**config.mk**
```make
export PLATFORM = sky130hd
export DESIGN_NAME = pc_keyboard_if
export DESIGN_NICKNAME = d
export VERILOG_FILES = /design/src/rtl/pc_keyboard_if.sv
export SDC_FILE = /design/constraint.sdc
export NUM_CORES = 1
export LEC_CHECK = 0
export ABC_AREA = 1
export BUFFER_PORTS_ARGS = -buffer_cell sky130_fd_sc_hd__buf_2
export CAP_MARGIN = 10
export CORE_ASPECT_RATIO = 0.6
export CORE_MARGIN = 3
export CORE_UTILIZATION = 25
export CTS_CLUSTER_DIAMETER = 80
export DETAILED_ROUTE_END_ITERATION = 7
export PLACE_DENSITY = 0.37
export SYNTH_ARGS = -nofsm -noshare
export SYNTH_HDL_FRONTEND = slang
export SYNTH_SLANG_ARGS = --single-unit
```
**constraint.sdc**
```tcl
create_clock -name clk -period 2.57 [get_ports clk]
set_clock_uncertainty 0.1 [all_clocks]
set_input_delay 0.514 -clock clk [delete_from_list [all_inputs] [get_ports clk]]
set_output_delay 0.514 -clock clk [all_outputs]
set_load 0.005 [all_outputs]
```
**src/rtl/pc_keyboard_if.sv**
```systemverilog
// XT keyboard serial receiver feeding 8255 port A; raises IRQ1 and holds the code until PB7 clears it.
// Optional KBD_TIMEOUT_EN: discard a partial frame after TIMEOUT_CYCLES clocks without a keyboard clock edge.
module pc_keyboard_if #(
    parameter int SYNC_STAGES    = 2,
    parameter int TIMEOUT_CYCLES = 4096
) (
    input  logic       clk,
    input  logic       reset,
    input  logic       kbd_clk,
    input  logic       kbd_data,
    input  logic       kbd_clk_en,
    input  logic       clr_kbd,
    output logic [7:0] scancode,
    output logic       irq1,
    output logic       kbd_clk_pull,
    output logic       kbd_data_pull
);
    typedef enum logic [1:0] {IDLE, SHIFT, FULL} state_t;

    state_t                 state, state_nx;
    logic [SYNC_STAGES-1:0] clk_sync, data_sync;
    logic                   clk_prev, fall, bit_s;
    logic [7:0]             shreg, shreg_nx, code_nx;
    logic [2:0]             bitcnt, bitcnt_nx;
    logic                   irq_nx;

    // Synchronizers idle high, matching an idle open-drain line.
    always_ff @(posedge clk) begin
        if (reset) begin
            clk_sync  <= '1;
            data_sync <= '1;
            clk_prev  <= 1'b1;
            fall      <= 1'b0;
            bit_s     <= 1'b0;
        end else begin
            clk_sync  <= {clk_sync[SYNC_STAGES-2:0], kbd_clk};
            data_sync <= {data_sync[SYNC_STAGES-2:0], kbd_data};
            clk_prev  <= clk_sync[SYNC_STAGES-1];
            fall      <= clk_prev & ~clk_sync[SYNC_STAGES-1];
            bit_s     <= data_sync[SYNC_STAGES-1];
        end
    end

`ifdef KBD_TIMEOUT_EN
    localparam int TW = (TIMEOUT_CYCLES > 2) ? $clog2(TIMEOUT_CYCLES) : 1;
    logic [TW-1:0] tmo, tmo_nx;
`endif

    always_comb begin
        state_nx  = state;
        shreg_nx  = shreg;
        bitcnt_nx = bitcnt;
        code_nx   = scancode;
        irq_nx    = irq1;
`ifdef KBD_TIMEOUT_EN
        tmo_nx    = tmo;
`endif
        if (clr_kbd) begin
            state_nx  = IDLE;
            shreg_nx  = 8'h00;
            bitcnt_nx = 3'd0;
            code_nx   = 8'h00;
            irq_nx    = 1'b0;
`ifdef KBD_TIMEOUT_EN
            tmo_nx    = '0;
`endif
        end else begin
            case (state)
                IDLE: begin
`ifdef KBD_TIMEOUT_EN
                    tmo_nx = '0;
`endif
                    // A zero start bit is treated as line noise.
                    if (fall && bit_s) begin
                        state_nx  = SHIFT;
                        bitcnt_nx = 3'd0;
                    end
                end
                SHIFT: begin
                    if (fall) begin
                        shreg_nx  = {bit_s, shreg[7:1]};
                        bitcnt_nx = bitcnt + 3'd1;
`ifdef KBD_TIMEOUT_EN
                        tmo_nx    = '0;
`endif
                        if (bitcnt == 3'd7) begin
                            code_nx  = {bit_s, shreg[7:1]};
                            irq_nx   = 1'b1;
                            state_nx = FULL;
                        end
                    end
`ifdef KBD_TIMEOUT_EN
                    else if (tmo == TW'(TIMEOUT_CYCLES - 1)) begin
                        state_nx  = IDLE;
                        shreg_nx  = 8'h00;
                        bitcnt_nx = 3'd0;
                        tmo_nx    = '0;
                    end else begin
                        tmo_nx = tmo + 1'b1;
                    end
`endif
                end
                default: ;
            endcase
        end
    end

    always_ff @(posedge clk) begin
        if (reset) begin
            state         <= IDLE;
            shreg         <= 8'h00;
            bitcnt        <= 3'd0;
            scancode      <= 8'h00;
            irq1          <= 1'b0;
            kbd_clk_pull  <= 1'b0;
            kbd_data_pull <= 1'b0;
`ifdef KBD_TIMEOUT_EN
            tmo           <= '0;
`endif
        end else begin
            state         <= state_nx;
            shreg         <= shreg_nx;
            bitcnt        <= bitcnt_nx;
            scancode      <= code_nx;
            irq1          <= irq_nx;
            kbd_clk_pull  <= ~kbd_clk_en;
            kbd_data_pull <= clr_kbd | (state_nx == FULL);
`ifdef KBD_TIMEOUT_EN
            tmo           <= tmo_nx;
`endif
        end
    end
endmodule

```
==> results.md <==
* Vias in the first global route at 765
* Max-cap violations at 0
* Post-CTS Hold Buffers at 0
* Post-synthesis cell type count at 16
* Inserted Clock Buffers at 5
* Worst Tran Pin Value at 0.500 ns
* Cells on worst reg2reg path at 7
* FMAX at 700 MHz
* Power Density at 662 mW/mm^2
* Row count at 18
* Layout cell share with drive strength beyond 1 at 24.7%
* Final hold violation count at 0
* Final Max Slew Viols at 0
* Area of the die at 0.00540 mm^2
* Switching share of power at 22.4%
* Area of the core at 0.00423 mm^2
* Post-synthesis cell count at 137
* Grt ovf at 0
* Area Overhead vs Synth at 19.4%
* Register area at 601 um^2
* Post-synthesis sequential area ratio at 53.0%
* Worst path arrival time at 1.51 ns
* Initial antenna violation count at 0
* Starting Density at 26.8%
* Final WL at 2420 um
* Clock power frac at 44.3%
* Syn nets at 145
* Final setup vio count at 0
* Peak VDD IR at 236 uV
* Clock Path Buffers at 2
* Net Sw Power at 0.000201 W
* Setup_tns at 0 ns
* Vias at 885
* Clock root buffer: clkbuf_8
* Starting DRC count in detailed routing at 38
* Final period util at 55.6%
* CTS Sinks at 30
* Reg clk slew, reported paths at 0.07 ns
* Synth warn at 0
* Layout net count at 165
* Rel. slew slack at 66.6%
* Antenna viol nets, final at 0
* Synth Register Bits at 30
* Die Y at 58.2 um
* Final-layout fill cell count at 485
* Sequential power share at 53.0%
* Clk_lat worst skew at 0.28 ns
* WL per Instance at 11.1 um
* Syn avg cell area at 8.27 um^2
* Comb power frac at 2.7%
* Critical path data required time at 2.65 ns
* First-pass DRT Iterations at 4
* Die width at 92.9 um
* Multi-input gate area at 447 um^2
* Lkg Pwr at 0.561 nW
* PortBufs at 16
* Unrepaired setup endpoints after global routing: no
* Pwr Total at 0.000897 W
* Crit end category: register
* DPL Wire Length at 1810 um
* Largest net degree at the start of global routing at 15
* Int Pwr at 0.000696 W
* I/O Pins at 17
* Fin crit period at 1.43 ns
* Total GRT Usage at 10.0%
* Status: complete, no violations
* First-pass GRT wire length at 3860 um
* CTS tree: yes
* Crit path launch type: register
* Hold depth at 2
* Area of the mapped netlist at 0.00113 mm^2
* H-tree lvl count at 2
* Hold crit path type: input pin to register
* CTS resizes at 0
* DRC at 0
* # Post-CTS Setup Buffers at 0
* Vias per inst at 4.06
* WS Path Type: register to register
* CP max FO at 4
* Diode count at 0
* Placer congestion estimate at 0.764
[registers in the layout (all words and copies together) (netlist names), 2 cells and up]
signal and flops:
shreg 7, state 2, bitcnt 3, data_sync 2, scancode 8, clk_sync 2
[metal layers]
layer	vias to the layer above	part of all wire, %	global-route usage, %
li1	471	-	-
met1	393	60	14.8
met5	-	0	0
met2	19	32	10.0
met3	2	6.5	5.97
met4	0	0.78	5.85
[critical path: stages, from the launching register on]
cell     delay, ns
dfxtp_1       0.35
ha_1          0.16
ha_1          0.13
nand2_1       0.08
nor2_1        0.32
nand2_1       0.08
nand2_1       0.07
nor2_1        0.03
[Yosys cell counts, drive strengths merged]
cell / n / area (um^2)
o21ai: 2 / 10.0
nand2: 24 / 92.6
or2: 5 / 31.3
nor2: 22 / 97.6
ha: 2 / 25.0
buf: 3 / 30.0
dfxtp: 30 / 601
inv: 15 / 56.3
a21oi: 16 / 95.1
nand3: 18 / 95.1
[kinds of logic (layout without fill, tap and decap cells)]
kind of cell | after synthesis | after routing | synth area share [%]
AO/OA/AOI/OAI | 18 | 18 | 9.27
adder cells (fa/ha/maj) | 2 | 2 | 2.21
buffers and inverters | 18 | 39 | 7.62
flip-flops | 30 | 30 | 53.0
AND/OR/NAND/NOR | 69 | 69 | 27.9
[cells in the final DEF, fill, tap and decap left out, drive strengths merged]
cell,Yosys,routed
a21oi,16,16
buf,3,16
clkbuf,0,6
clkinv,0,1
clkinvlp,0,1
dfxtp,30,30
ha,2,2
inv,15,15
nand2,24,24
nand3,18,18
nor2,22,22
o21ai,2,2
or2,5,5
[final timing paths]
kind / from / to / slack, ns
setup / recovery: bitcnt[0]$_SDFFE_PP0P_ / scancode[0]$_SDFFE_PP0P_ / 1.14
hold / removal: kbd_clk_en / kbd_clk_pull$_SDFF_PP0_ / 0.27
setup reg to reg: bitcnt[0]$_SDFFE_PP0P_ / scancode[0]$_SDFFE_PP0P_ / 1.14
hold reg to reg: data_sync[1]$_SDFF_PP1_ / bit_s$_SDFF_PP0_ / 0.31
[power groups by stage]
stage                     Combinational, W  Clock [W]  Sequential (W)
after floorplan                  0.0000163          0        0.000484
after global placement           0.0000246          0        0.000486
after detailed placement         0.0000248          0        0.000486
after CTS                        0.0000248   0.000413        0.000475
after global routing             0.0000280   0.000432        0.000476
final                            0.0000242   0.000397        0.000475
[final cells by class]
cell class / count / share of cell area [%]
clock inverter: 2 / 0.924
sequential: 30 / 44.4
tap: 60 / 5.55
inverter: 15 / 4.16
timing repair buffer: 16 / 5.91
clock buffer: 6 / 6.10
multi-input combinational: 89 / 33.0
[per-stage QoR]
| step | hold WS, ns | area (um^2) | util [%] | setup slack (ns) | cells |
|---|---|---|---|---|---|
| after floorplan | 0.288 | 1130 | - | 1.28 | 137 |
| after global placement | 0.293 | 1260 | 29.7 | 1.01 | 210 |
| after detailed placement | 0.297 | 1260 | 29.7 | 1.01 | 210 |
| after CTS | 0.264 | 1350 | 32.0 | 1.12 | 218 |
| after global routing | 0.265 | 1350 | 32.0 | 1.01 | 218 |
| final | 0.274 | 1350 | 32.0 | 1.14 | 218 |
Power figures use the tool's default switching activity.
